### config.mk
export PLATFORM = sky130hd
export DESIGN_NAME = video_pattern_source
export DESIGN_NICKNAME = d
export VERILOG_FILES = /design/src/rtl/video_pattern_pkg.sv /design/src/rtl/video_pattern_pix.sv /design/src/rtl/video_pattern_source.sv
export SDC_FILE = /design/constraint.sdc
export NUM_CORES = 1
export LEC_CHECK = 0
export CAP_MARGIN = 20
export CORE_MARGIN = 2
export CORE_UTILIZATION = 55
export CTS_BUF_LIST = sky130_fd_sc_hd__clkbuf_8
export DETAILED_ROUTE_END_ITERATION = 8
export PLACE_DENSITY = 0.79
export SYNTH_ARGS = -nofsm -noshare
export SYNTH_HDL_FRONTEND = slang
export SYNTH_SLANG_ARGS = --single-unit
### constraint.sdc
create_clock -name i_clk -period 3.98 [get_ports i_clk]
set_input_delay 1.194 -clock i_clk [delete_from_list [all_inputs] [get_ports i_clk]]
set_output_delay 1.194 -clock i_clk [all_outputs]
set_load 0.01 [all_outputs]
### src/rtl/video_pattern_pkg.sv
// video_pattern_pkg: shared FSM state and pattern codes for the video pattern source.
package video_pattern_pkg;
    typedef enum logic [1:0] {
        ST_IDLE,
        ST_ACTIVE,
        ST_HBLANK,
        ST_VBLANK
    } state_t;
    localparam logic [1:0] PAT_HRAMP   = 2'd0;
    localparam logic [1:0] PAT_VRAMP   = 2'd1;
    localparam logic [1:0] PAT_CHECKER = 2'd2;
    localparam logic [1:0] PAT_FRAME   = 2'd3;
endpackage

### src/rtl/video_pattern_pix.sv
// video_pattern_pix: registered pixel generator.
// Ports: i_clk/i_rst (sync, active-low), i_valid (active pixel), i_x/i_y (pixel/line index),
// i_fcnt (frame counter), i_pat (pattern code) -> o_pix (0 when not valid).
module video_pattern_pix
    import video_pattern_pkg::*;
#(
    parameter int WIDTH = 8
) (
    input  logic             i_clk,
    input  logic             i_rst,
    input  logic             i_valid,
    input  logic [WIDTH-1:0] i_x,
    input  logic [WIDTH-1:0] i_y,
    input  logic [WIDTH-1:0] i_fcnt,
    input  logic [1:0]       i_pat,
    output logic [WIDTH-1:0] o_pix
);
    logic [WIDTH-1:0] r_pix;
    logic [WIDTH-1:0] w_pix;
    always_comb begin
        w_pix = !i_valid              ? '0 :
                i_pat == PAT_HRAMP    ? i_x :
                i_pat == PAT_VRAMP    ? i_y :
                i_pat == PAT_CHECKER  ? {WIDTH{i_x[3] ^ i_y[3]}} :
                                        i_fcnt;
    end
    always_ff @(posedge i_clk) begin
        if (!i_rst)
            r_pix <= '0;
        else
            r_pix <= w_pix;
    end
    assign o_pix = r_pix;
endmodule

### src/rtl/video_pattern_source.sv
// video_pattern_source: programmable video timing + test pattern stream source.
// Ports: i_clk, i_rst (sync, active-low), i_en (run request), i_pix_count/i_line_count (active size),
// i_hblank/i_vblank (blanking), i_pattern_sel -> o_d_out, o_dv_out, o_hs_out, o_vs_out, o_frame_start.
module video_pattern_source
    import video_pattern_pkg::*;
#(
    parameter int WIDTH = 8
) (
    input  logic             i_clk,
    input  logic             i_rst,
    input  logic             i_en,
    input  logic [15:0]      i_pix_count,
    input  logic [15:0]      i_line_count,
    input  logic [15:0]      i_hblank,
    input  logic [15:0]      i_vblank,
    input  logic [1:0]       i_pattern_sel,
    output logic [WIDTH-1:0] o_d_out,
    output logic             o_dv_out,
    output logic             o_hs_out,
    output logic             o_vs_out,
    output logic             o_frame_start
);
    state_t           r_state, w_ns;
    logic [16:0]      r_x, w_nx, w_line;
    logic [15:0]      r_y, w_ny, r_vy, w_nvy;
    logic [15:0]      r_p, r_l, r_h, r_v;
    logic [1:0]       r_pat;
    logic [WIDTH-1:0] r_fcnt;
    logic             r_started;
    logic             r_dv, r_hs, r_vs, r_fs;
    logic             w_start, w_load, w_frame_end;
    assign w_start = i_en && (i_pix_count != 16'd0) && (i_line_count != 16'd0);
    assign w_line  = {1'b0, r_p} + {1'b0, r_h};
    always_comb begin
        w_ns        = r_state;
        w_nx        = r_x + 17'd1;
        w_ny        = r_y;
        w_nvy       = r_vy;
        w_frame_end = 1'b0;
        case (r_state)
            ST_IDLE: w_nx = '0;
            ST_ACTIVE: if (r_x == {1'b0, r_p} - 17'd1) begin
                w_ns = ST_HBLANK;
                w_nx = '0;
            end
            ST_HBLANK: if (r_x == {1'b0, r_h} - 17'd1) begin
                w_nx = '0;
                w_ny = r_y + 16'd1;
                if (r_y + 16'd1 < r_l)
                    w_ns = ST_ACTIVE;
                else if (r_v != 16'd0) begin
                    w_ns  = ST_VBLANK;
                    w_nvy = '0;
                end else
                    w_frame_end = 1'b1;
            end
            ST_VBLANK: if (r_x == w_line - 17'd1) begin
                w_nx        = '0;
                w_nvy       = r_vy + 16'd1;
                w_frame_end = (r_vy + 16'd1 == r_v);
            end
            default: ;
        endcase
        // frame end with no restart falls back to IDLE; a (re)start overrides it
        w_load = (r_state == ST_IDLE || w_frame_end) && w_start;
        if (w_frame_end) begin
            w_ns = ST_IDLE;
            w_ny = '0;
        end
        if (w_load) begin
            w_ns  = ST_ACTIVE;
            w_nx  = '0;
            w_ny  = '0;
            w_nvy = '0;
        end
    end
    always_ff @(posedge i_clk) begin
        if (!i_rst) begin
            r_state   <= ST_IDLE;
            r_x       <= '0;
            r_y       <= '0;
            r_vy      <= '0;
            r_p       <= '0;
            r_l       <= '0;
            r_h       <= '0;
            r_v       <= '0;
            r_pat     <= '0;
            r_fcnt    <= '0;
            r_started <= 1'b0;
            r_dv      <= 1'b0;
            r_hs      <= 1'b0;
            r_vs      <= 1'b0;
            r_fs      <= 1'b0;
        end else begin
            r_state <= w_ns;
            r_x     <= w_nx;
            r_y     <= w_ny;
            r_vy    <= w_nvy;
            if (w_load) begin
                r_p       <= i_pix_count;
                r_l       <= i_line_count;
                r_h       <= (i_hblank == 16'd0) ? 16'd1 : i_hblank;
                r_v       <= i_vblank;
                r_pat     <= i_pattern_sel;
                // the very first frame after reset shows count 0
                r_fcnt    <= r_fcnt + WIDTH'(r_started);
                r_started <= 1'b1;
            end
            r_dv <= (r_state == ST_ACTIVE);
            r_hs <= (r_state == ST_HBLANK) || (r_state == ST_VBLANK && r_x >= {1'b0, r_p});
            r_vs <= (r_state == ST_VBLANK);
            r_fs <= (r_state == ST_ACTIVE) && (r_x == 17'd0) && (r_y == 16'd0);
        end
    end
    video_pattern_pix #(.WIDTH(WIDTH)) u_pix (
        .i_clk  (i_clk),
        .i_rst  (i_rst),
        .i_valid(r_state == ST_ACTIVE),
        .i_x    (r_x[WIDTH-1:0]),
        .i_y    (r_y[WIDTH-1:0]),
        .i_fcnt (r_fcnt),
        .i_pat  (r_pat),
        .o_pix  (o_d_out)
    );
    assign o_dv_out      = r_dv;
    assign o_hs_out      = r_hs;
    assign o_vs_out      = r_vs;
    assign o_frame_start = r_fs;
endmodule

* Yosys cells after proc, flatten, opt, wreduce, memory -nomap -nowiden *
Cells that the tools add are included.

operators by class
  $add $sub $neg = 8
  $lt $le $gt $ge = 2
  equal/unequal tests = 18
  muxes and demuxes = 25
  bitwise gates (word level) = 2
  reductions and logical operators = 26

operators with widths
  cell                                                count
  2-to-1 mux 16 bit                                   5
  one-hot mux 17 bit (4 select lines)                 1
  equality test 17 bit                                3
  2-to-1 mux 17 bit                                   3
  nonzero test 16 bit                                 3
  subtractor 16 x 1 -> 17 bit, second input constant  2
  adder 16 x 1 -> 16 bit, second input constant       2
  zero test 16 bit                                    2
  one-hot mux 16 bit (2 select lines)                 1
  2-to-1 mux 8 bit                                    3
  adder 16 x 16 -> 17 bit                             1
  adder 17 x 1 -> 17 bit, second input constant       1
  >= comparator 17 x 16 -> 1 bit                      1
  zero test 17 bit                                    1
  subtractor 17 x 1 -> 17 bit, second input constant  1
  equality test 16 bit                                1
  < comparator 16 bit                                 1
  inequality test 2 bit, second input constant        5
  adder 8 x 1 -> 8 bit                                1
  2-to-1 mux 2 bit                                    4
  inequality test 4 bit, second input constant        2
  AND reduction 4 bit                                 2
  equality test 2 bit, second input constant          3
  logical AND 1 bit                                   6
  other kinds (16)                                    26

word-level totals
  register bits after elaboration = 138
  input bits = 69

* Longest topological paths before layout *
Gate-level depths: netlist (run 1).

  depth in word-level cells = 9
  gate-level depth with buffers = 20

* Cells and area by module *
From an unflattened synthesis (run 1), not the netlist that was laid out.

unflattened totals
  cell total of the unflattened synthesis = 1205
  area, all modules = 9799.4 µm²

by module, submodules not included
  module                instances  cells each  area each (µm²)  seq. area each (µm²)
  video_pattern_source  1          1163        9332.7           2602.5
  video_pattern_pix     1          42          466.7            160.2

* Worst setup path before layout (run 1) *
OpenSTA, ideal clock, no wires.

  path type = register to register
  start = register r_h[9]
  end = register r_vy[14]
  arrival time = 4076 ps
  required time = 3913 ps
  setup slack = -164 ps
  stages on the path, launching flop included = 18
  buffers on the path = 3
  period minus slack after synthesis = 4144 ps
  cells stage by stage = dfxtp_1 -> inv_1 -> ha_1 -> inv_1 -> ha_1 -> buf_6 -> a21o_1 -> a31o_1 -> nor3_4 -> nor2_2 -> nor4_1 -> or4b_1 -> or4_1 -> buf_2 -> or3_1 -> buf_2 -> or4_4 -> a21oi_2

on the way
  longest elaborated chain between the ends = 8
  elaborated cells between the ends (all ways) = 14
  classes of those cells = 3 x add/sub; 4 x eq/ne; 3 x mux; 4 x reduce/logical

ends and longest elaborated chain
  what                                 RTL line                     source
  start: declaration                   video_pattern_source.sv:26   logic [15:0] r_p, r_l, r_h, r_v;
  start signal: assignment             video_pattern_source.sv:102  r_h <= (i_hblank == 16'd0) ? 16'd1 : i_hblank;
  adder 16 x 16 -> 17 bit              video_pattern_source.sv:33   assign w_line = {1'b0, r_p} + {1'b0, r_h};
  subtractor 17 x 1 -> 17 bit          video_pattern_source.sv:57   ST_VBLANK: if (r_x == w_line - 17'd1) begin
  equality test 17 bit                 video_pattern_source.sv:57
  2-to-1 mux 1 bit                     video_pattern_source.sv:57
  one-hot mux 1 bit (2 select lines)   video_pattern_source.sv:40   case (r_state)
  logical OR 1 bit                     video_pattern_source.sv:65   w_load = (r_state == ST_IDLE || w_frame_end) && w_start;
  logical AND 1 bit                    video_pattern_source.sv:65
  OR reduction 2 bit (no source line)  -
  end signal: assignment               video_pattern_source.sv:98   r_vy <= w_nvy;
  end: declaration                     video_pattern_source.sv:25   logic [15:0] r_y, w_ny, r_vy, w_nvy;

Parallel ways exist; a longest one is shown, timed or not.
A chain may end at the register's enable or synchronous reset.

* Worst setup path after layout (run 1) *
  start = register r_p[12]
  end = register r_x[0]

on the way
  longest elaborated chain between the ends = 8
  elaborated cells between the ends (all ways) = 13
  classes of those cells = 3 x add/sub; 2 x eq/ne; 5 x mux; 3 x reduce/logical

ends and longest elaborated chain
  what                                 RTL line                     source
  start: declaration                   video_pattern_source.sv:26
  start signal: assignment             video_pattern_source.sv:100  r_p <= i_pix_count;
  adder 16 x 16 -> 17 bit              video_pattern_source.sv:33
  subtractor 17 x 1 -> 17 bit          video_pattern_source.sv:57
  equality test 17 bit                 video_pattern_source.sv:57
  2-to-1 mux 1 bit                     video_pattern_source.sv:57
  one-hot mux 1 bit (2 select lines)   video_pattern_source.sv:40
  logical OR 1 bit                     video_pattern_source.sv:65
  logical AND 1 bit                    video_pattern_source.sv:65
  OR reduction 2 bit (no source line)  -
  end signal: assignment               video_pattern_source.sv:96   r_x <= w_nx;
  end: declaration                     video_pattern_source.sv:24   logic [16:0] r_x, w_nx, w_line;

Parallel ways exist; a longest one is shown, timed or not.

==> results of run 1 <==
sequential cells by signal, indices dropped and copies added, names as in the netlist, 8 cells and up:
register and cells:
r_l 16, r_fcnt 8, r_v 16, u_pix.o_pix 8, r_y 16, r_vy 16
r_x 17, r_p 16, r_h 16
worst max-delay path, stage by stage (launching register included):
cell and delay, ps:
sky130_fd_sc_hd__dfxtp_2 330, sky130_fd_sc_hd__inv_1 60, sky130_fd_sc_hd__ha_1 280, sky130_fd_sc_hd__inv_1 50
sky130_fd_sc_hd__ha_1 220, sky130_fd_sc_hd__a211oi_2 270, sky130_fd_sc_hd__o21bai_4 180, sky130_fd_sc_hd__mux2i_1 290
sky130_fd_sc_hd__nand4_1 140, sky130_fd_sc_hd__nor4_1 180, sky130_fd_sc_hd__or4b_4 490, sky130_fd_sc_hd__or4_4 530
sky130_fd_sc_hd__buf_6 150, sky130_fd_sc_hd__buf_4 130, sky130_fd_sc_hd__a21boi_1 210, sky130_fd_sc_hd__or4b_4 230
sky130_fd_sc_hd__buf_6 160, sky130_fd_sc_hd__nor2_1 70
placed cells by master, fill, tap and decap left out, types with 15 or more instances in the layout:
| master | n |
|---|---|
| sky130_fd_sc_hd__ha_1 | 59 |
| sky130_fd_sc_hd__dfxtp_2 | 15 |
| sky130_fd_sc_hd__a21oi_1 | 32 |
| sky130_fd_sc_hd__dfxtp_1 | 122 |
| sky130_fd_sc_hd__xnor2_1 | 57 |
| sky130_fd_sc_hd__o21ai_0 | 37 |
| sky130_fd_sc_hd__clkbuf_8 | 17 |
| sky130_fd_sc_hd__inv_1 | 86 |
| sky130_fd_sc_hd__nand2_1 | 59 |
| sky130_fd_sc_hd__nor3_1 | 25 |
| sky130_fd_sc_hd__a21o_1 | 15 |
| sky130_fd_sc_hd__clkdlybuf4s50_1 | 79 |
| sky130_fd_sc_hd__nand3_1 | 31 |
| sky130_fd_sc_hd__mux2i_1 | 76 |
| sky130_fd_sc_hd__buf_4 | 139 |
| sky130_fd_sc_hd__nand4_1 | 32 |
| sky130_fd_sc_hd__nor4_1 | 31 |
| sky130_fd_sc_hd__nor2_1 | 55 |
| sky130_fd_sc_hd__nor2b_1 | 72 |
| sky130_fd_sc_hd__xor2_1 | 63 |
cell families after synthesis:
group | Yosys count
compound gates | 179
xor+xnor | 124
flops | 138
mux | 96
buf+inv | 166
simple gates | 446
fa+ha+maj | 77
metrics by stage:
stage	std cells	cell area, um2	setup WS [ps]
global placement	1617	12300	-125
global route	1668	13700	-233
finish	1668	13700	-87.6
detailed placement	1617	12300	-236
CTS	1658	12900	-22.2
floorplan	1226	10300	-84.7
cell type report:
type	instances	area [um2]	area share [%]
multi-input combinational	922	7440	54.5
tap	229	287	2.10
clock inverter	14	175	1.28
timing repair buffer	249	2350	17.2
sequential	138	2790	20.4
clock buffer	17	234	1.71
inverter	99	382	2.79
power breakdown:
part	total, mW	internal [mW]	switching [mW]
clock	1.23	0.622	0.613
sequential	1.54	1.46	0.0733
combinational	2.51	1.24	1.27
total	5.28	3.33	1.95
timing repair:
item,4_1_cts,5_1_grt
hold endpoints to repair,0,0
cloned,3,6
endpoints found under the setup margin,123,125
setup buffers,7,7
pin swaps,18,54
gates resized for setup,40,129
worst paths after layout:
path	startpoint	endpoint	slack, ps	depth (start not counted)
min reg2reg	r_started$_SDFFE_PN0P_	r_started$_SDFFE_PN0P_	470	1
max reg2reg	r_p[12]$_SDFFE_PN0P_	r_x[0]$_SDFF_PP0_	-90	17
min	r_started$_SDFFE_PN0P_	r_started$_SDFFE_PN0P_	470	1
max	r_p[12]$_SDFFE_PN0P_	r_x[0]$_SDFF_PP0_	-90	17
layer usage:
metal	up-vias	track usage (%)	wire, um	part of all wire (%)
li1	4723	-	-	-
met1	4885	41.5	13800	41
met2	549	49.9	15300	46
met3	124	4.65	2940	8.8
met4	0	9.41	1300	3.9
met5	-	0	0	0
==> metrics.log, run 1 <==
INFO  metric synth-xor-area-share = between 10% and 20%
INFO  metric max_freq = ~250 MHz
INFO  metric design.die.area = 0.0197 mm2
INFO  metric die_x = around 140 um
INFO  metric n_fill_cell = 1168
INFO  metric vias_per_cell = ~6
INFO  metric power_density = 387 mW/mm2
INFO  metric crit_type = register to register
INFO  metric synth_simple_gate_area_share = approximately a quarter
INFO  metric dr_total_vias = slightly above 10k
INFO  metric drv_slew = 0
INFO  metric grt_antenna_before_repair = 0
INFO  metric routability_congestion_estimate = approximately 1
INFO  metric p_total = 5.28 mW
INFO  metric clockRootBuffer = sky130_fd_sc_hd__clkbuf_8
INFO  metric netlist.area_leader.share = between 20% and 30%
INFO  metric finalHoldWorstSlack = between 400 and 500 ps
INFO  metric wl_per_cell = ~20 um
INFO  metric final_hold_viol_count = 0
INFO  metric ys.warnings.count = 0
INFO  metric clock_tree.htree_level_count = 4
INFO  metric endpoint_kind = register
INFO  metric critical_path_peak_fanout = 8
INFO  metric violations = setup timing
INFO  metric cts_buffers = 17
INFO  metric pin_count_of_the_biggest_net_entering_global_routing = 36
INFO  metric worstMarginPinSlew = between 700 and 800 ps
INFO  metric maxCapViolCount = 0
INFO  metric cts_num_sinks = around 140
INFO  metric critical_path_required = about 4300 ps
INFO  metric synthesis.instances = ~1.2k
INFO  metric initial_core_util = a little under three fifths
INFO  metric area_of_the_core = 0.0181 mm2
INFO  metric nets_finish = between 1.5k and 2k
INFO  metric insertedDiodeCount = 0
INFO  metric asyncSetResetFlopFracSynth = 0%
INFO  metric cts_tree = yes
INFO  metric ys_seq_elements = ~140
INFO  metric remaining_routing_drc_violations = 0
INFO  metric synth.distinct_cells = 79
INFO  metric initialDrtViolationCount = 1058
INFO  metric synth_edf_count = 0
INFO  metric placement_rows = roughly 50
INFO  metric ant_nets = 0
INFO  metric setup_viol = 35
INFO  metric synth-adder-area-share = 9.49%
INFO  metric synth-seq-area-share = between 20% and 30%
INFO  metric grt_first_pass_wirelength = ~48000 um
INFO  metric dp.final_hpwl = 22200 um
INFO  metric grt_setup_unrepaired = true
INFO  metric clock-skew-final = between 15 and 20 ps
INFO  metric finalCriticalPeriod = 4070 ps
INFO  metric post_synth_instance_area = 0.0102 mm2
INFO  metric synth.net_count = roughly 1.4k
INFO  metric post_cts_hold_buffer_count = 0
INFO  metric vdd.ir_drop.worst = roughly 0.33 mV
INFO  metric post-synth-top-count-cell = sky130_fd_sc_hd__dfxtp_1
INFO  metric synth_top_area_cell = sky130_fd_sc_hd__dfxtp_1
INFO  metric critical_path.startpoint_type = register
INFO  metric postSynthAreaPerCell = between 8 and 9 um2
INFO  metric synth.mux.area_fraction = 9.55%
INFO  metric global_route.overflow_total = 0
INFO  metric relSlewSlack = roughly half
INFO  metric hold_class = register to register
INFO  metric layout-area-overhead-vs-synth = 33.8%
INFO  metric dominantRegCellSynth = sky130_fd_sc_hd__dfxtp_1
INFO  metric first_pass_iters = 6
INFO  metric fin_tns_setup = -1990 ps
INFO  metric ctsLongestPathBuffers = 2
INFO  metric status = complete, but fails checks
INFO  metric synth_top_family_by_area = simple AND/OR/NAND/NOR gates
INFO  metric synth_top_cells_by_count = 138 x sky130_fd_sc_hd__dfxtp_1, 99 x sky130_fd_sc_hd__inv_1, 85 x sky130_fd_sc_hd__mux2i_1
INFO  metric globalRouteTotalUtil = between 30 and 40%
INFO  metric fin_crit_sh = 102%
INFO  metric worst_slack = -87.6 ps
INFO  metric io_pins = 81
INFO  metric die_y = about 140 um
INFO  metric number_of_global_route_vias_before_repair = approximately 9.4k
INFO  metric clk_transition_reported_paths = ~90 ps
INFO  metric buffer_ports.inserted = 80
INFO  metric fraction_of_layout_instances_using_a_drive_strength_above_1 = roughly 25%
INFO  metric worst-endpoint-arrival = about 4400 ps
INFO  metric wirelength = roughly 33000 um
INFO  metric yosys-top-cells-area = sky130_fd_sc_hd__dfxtp_1 27%, sky130_fd_sc_hd__ha_1 9.2%, sky130_fd_sc_hd__mux2i_1 8.3%
INFO  metric compound_gate_portion_of_the_synthesized_area = approximately an eighth
INFO  metric final_core_utilization = between 70 and 80%
INFO  metric power.static_leakage = 5.58 nW
INFO  metric clock_latency_reported_for_the_late_side_of_the_worst_skew_pair = 460 ps
Note: power is estimated with default switching activity, not from simulation.
==> run 2, diff against run 1 <==
DONT_BUFFER_PORTS = 1   (was unset)
PLACE_DENSITY = unset   (was 0.79)
PLACE_DENSITY_LB_ADDON = 0.1   (was unset)
==> metrics.log, run 2 (synthesized netlist as in run 1, its figures left out) <==
INFO  metric source_of_the_critical_timing_path = r_p[1]$_SDFFE_PN0P_
INFO  metric regToRegSetupSlack = -50 ps (+40 ps)
INFO  metric grt_first_pass_wirelength = 46200 um (-3.9%)
INFO  metric grt-busiest-layer = met2
INFO  metric remaining_routing_drc_violations = 0 (unchanged)
INFO  metric cp_common_cell = sky130_fd_sc_hd__inv_2
INFO  metric clock-skew-final = 14.8 ps (-2.08 ps)
INFO  metric globalRouteMet3Util = 5.57% (+0.92 points)
INFO  metric grt_antenna_before_repair = 0 (unchanged)
INFO  metric placement.setup.worst_slack = -323 ps (-86.6 ps)
INFO  metric hold_class = register to register
INFO  metric setup_viol = 31 (-11%)
INFO  metric initialDrtViolationCount = 675 (-36%)
INFO  metric ant_nets = 0 (unchanged)
INFO  metric worstMarginPinSlew = 742 ps (+13.3 ps)
INFO  metric post_cts_hold_buffer_count = 0 (unchanged)
INFO  metric die_x = 140 um (unchanged)
INFO  metric globalRouteTotalUtil = 29.7% (-0.73 points)
INFO  metric global_route.overflow_total = 0 (unchanged)
INFO  metric crit_path_cell_trace = inv_2 > ha_4 > inv_2 > ha_4 > inv_2 > fa_2 > nor2b_2 > o31a_1 > o21ai_2 > mux2i_1 > or4b_1 > or4_4 > buf_6 > o32a_4 > nand3b_1 > buf_12 > buf_16 > nor2_2
INFO  metric max_flop_register = r_x
INFO  metric n_fill_cell = 1406 (+20%)
INFO  metric pwr-share-clk = 23.4% (about the same)
INFO  metric vias_per_cell = 5.97 (-3.2%)
INFO  metric critical_path_buf_inv_count = 6 (+1)
INFO  metric final_cell_mix = 142 x sky130_fd_sc_hd__buf_4, 124 x sky130_fd_sc_hd__dfxtp_1, 84 x sky130_fd_sc_hd__inv_1
INFO  metric regToRegStartpoint = r_p[1]$_SDFFE_PN0P_
INFO  metric global_route.usage.met1 = 41.8% (+0.31 points)
INFO  metric layout-area-overhead-vs-synth = 25.9%
INFO  metric cts_tree = yes
INFO  metric path_delay_family = simple AND/OR/NAND/NOR gates
INFO  metric dp.final_hpwl = 21900 um (-0.95%)
INFO  metric vdd.ir_drop.worst = 0.451 mV (+38%)
INFO  metric wl_per_cell = 19.1 um (-4.2%)
INFO  metric worst-endpoint-arrival = 4370 ps (-50 ps)
INFO  metric relSlewSlack = 50.5% (-0.89 points)
INFO  metric fraction_of_layout_instances_using_a_drive_strength_above_1 = 27.0% (+1.6 points)
INFO  metric area_of_the_core = 0.0181 mm2 (unchanged)
INFO  metric violations = setup timing
INFO  metric critical_path.startpoint_type = register
INFO  metric critical_path_peak_fanout = 4 (-4)
INFO  metric power.switching_fraction = 37.1% (+0.17 points)
INFO  metric buffer_ports.inserted = 0 (-100%)
INFO  metric endpoint_kind = register
INFO  metric slowest_stage = sky130_fd_sc_hd__or4b_1
INFO  metric final_hold_viol_count = 0 (unchanged)
INFO  metric crit_type = register to register
INFO  metric number_of_global_route_vias_before_repair = 8812 (-6.0%)
INFO  metric first_pass_iters = 5 (-1)
INFO  metric insertedDiodeCount = 0 (unchanged)
INFO  metric status = complete, but fails checks
INFO  metric placement_rows = 49 (unchanged)
INFO  metric fin_crit_sh = 101% (-1.0 points)
INFO  metric clk_transition_reported_paths = 90 ps (about the same)
INFO  metric die_y = 140 um (unchanged)
INFO  metric cts_buffers = 17 (unchanged)
INFO  metric max_freq = 248 MHz (+1.0%)
INFO  metric initial_core_util = 56.5% (unchanged)
INFO  metric dr_total_vias = 9527 (-7.3%)
INFO  metric layout.cells.most_common = sky130_fd_sc_hd__buf_4
INFO  metric ctsLongestPathBuffers = 2 (unchanged)
INFO  metric p_int = 3.22 mW (-3.2%)
INFO  metric pin_count_of_the_biggest_net_entering_global_routing = 90 (+150%)
INFO  metric drv_slew = 0 (unchanged)
INFO  metric clock_tree.htree_level_count = 4 (unchanged)
INFO  metric clockRootBuffer = sky130_fd_sc_hd__clkbuf_8
INFO  metric min_from = r_fcnt[7]$_SDFFE_PN0P_
INFO  metric power_density = 399 mW/mm2 (+3.1%)
INFO  metric cts_num_sinks = 138 (unchanged)
INFO  metric place.detailed.instances = 1534 (-5.1%)
INFO  metric critical_path_required = 4330 ps (about the same)
INFO  metric design.die.area = 0.0197 mm2 (unchanged)
INFO  metric final-instance-count-excl-fill = 1597 (-4.3%)
INFO  metric grt_setup_unrepaired = true
INFO  metric routability_congestion_estimate = 0.927 (-7.8%)
INFO  metric clock_latency_reported_for_the_late_side_of_the_worst_skew_pair = 460 ps (about the same)
INFO  metric maxCapViolCount = 0 (unchanged)
INFO  metric combPwrFrac = 46.6% (-0.9 points)
INFO  metric fin_tns_setup = -760 ps (+1230 ps)
INFO  metric largest_register_ffs = 17 (unchanged)
INFO  metric finalHoldWorstSlack = 480 ps (+7.37 ps)
INFO  metric worst_slack = -46.4 ps (+41.1 ps)
INFO  metric multi_input_area = 0.00739 mm2 (-0.76%)
INFO  metric power.static_leakage = 5.32 nW (-4.7%)
INFO  metric switching_component_of_the_power = 1.90 mW (-2.5%)
INFO  metric area.sequential = 0.00278 mm2 (about the same)
INFO  metric critical-path-max-stage-delay = 530 ps (about the same)
INFO  metric finalCriticalPeriod = 4030 ps (-41.1 ps)
INFO  metric wirelength = 30500 um (-8.3%)
INFO  metric nets_finish = 1501 (-4.5%)
INFO  metric power.share.sequential = 30.0% (+0.9 points)
INFO  metric met2_layer_usage_reported_by_global_route = 45.7% (-4.2 points)
INFO  metric io_pins = 81 (unchanged)
-- run 2: changes by cell type in the layout (fill, tap and decap cells not counted), moves of 3 or more --
cell	before	now
sky130_fd_sc_hd__clkdlybuf4s50_1	79	0
sky130_fd_sc_hd__buf_6	13	19
sky130_fd_sc_hd__inv_6	1	6
sky130_fd_sc_hd__clkinv_4	5	1
sky130_fd_sc_hd__ha_1	59	63
sky130_fd_sc_hd__ha_4	14	10
sky130_fd_sc_hd__inv_2	10	14
sky130_fd_sc_hd__nor2_1	55	51
sky130_fd_sc_hd__buf_4	139	142
sky130_fd_sc_hd__inv_4	4	1
sky130_fd_sc_hd__nor2_4	12	15
-- run 2: metrics by stage --
step | power (mW) | utilization [%] | area (um2)
3_3_place_gp | 3.53 | 63.2 | 11400
5_1_grt | 5.40 | 71.1 | 12900
3_5_place_dp | 3.55 | 63.2 | 11400
2_1_floorplan | 2.91 | - | 10300
6_report | 5.13 | 71.1 | 12900
4_1_cts | 4.92 | 67.6 | 12200
-- run 2: layout make-up --
cell class | count | share of cell area, %
tap | 229 | 2.23
clock inverter | 14 | 1.25
inverter | 99 | 2.91
timing repair buffer | 177 | 12.7
clock buffer | 17 | 1.82
multi-input combinational | 923 | 57.5
sequential | 138 | 21.6
-- run 2: power by group through the flow --
stage | sequential [mW] | clock, mW | combinational [mW]
detailed placement | 1.56 | 0 | 1.99
global placement | 1.56 | 0 | 1.97
finish | 1.54 | 1.20 | 2.39
floorplan | 1.55 | 0 | 1.36
global route | 1.55 | 1.27 | 2.58
CTS | 1.53 | 1.21 | 2.18
-- run 2: metal layers --
layer  wire length [um]  vias up
met3               2220       49
li1                   -     4593
met2              13900      356
met5                  0        -
met1              13900     4529
met4                525        0
-- run 2: tightest hold or removal path, stage by stage, from the launching register on --
cell	delay (ps)
sky130_fd_sc_hd__dfxtp_1	330
sky130_fd_sc_hd__nand2_1	50
sky130_fd_sc_hd__mux2i_1	60
-- run 2: worst paths after layout --
| check | to | cells past startpoint |
|---|---|---|
| max | r_y[14]$_SDFFE_PP0P_ | 18 |
| max reg2reg | r_y[14]$_SDFFE_PP0P_ | 18 |
| min reg2reg | r_fcnt[7]$_SDFFE_PN0P_ | 2 |
| min | r_fcnt[7]$_SDFFE_PN0P_ | 2 |
-- run 2: repair_timing --
action                     CTS  global route
setup endpoints to repair  123           125
gates resized for setup     40           127
setup buffers               18            10
pin swaps                   23            32
cloned                       3             5
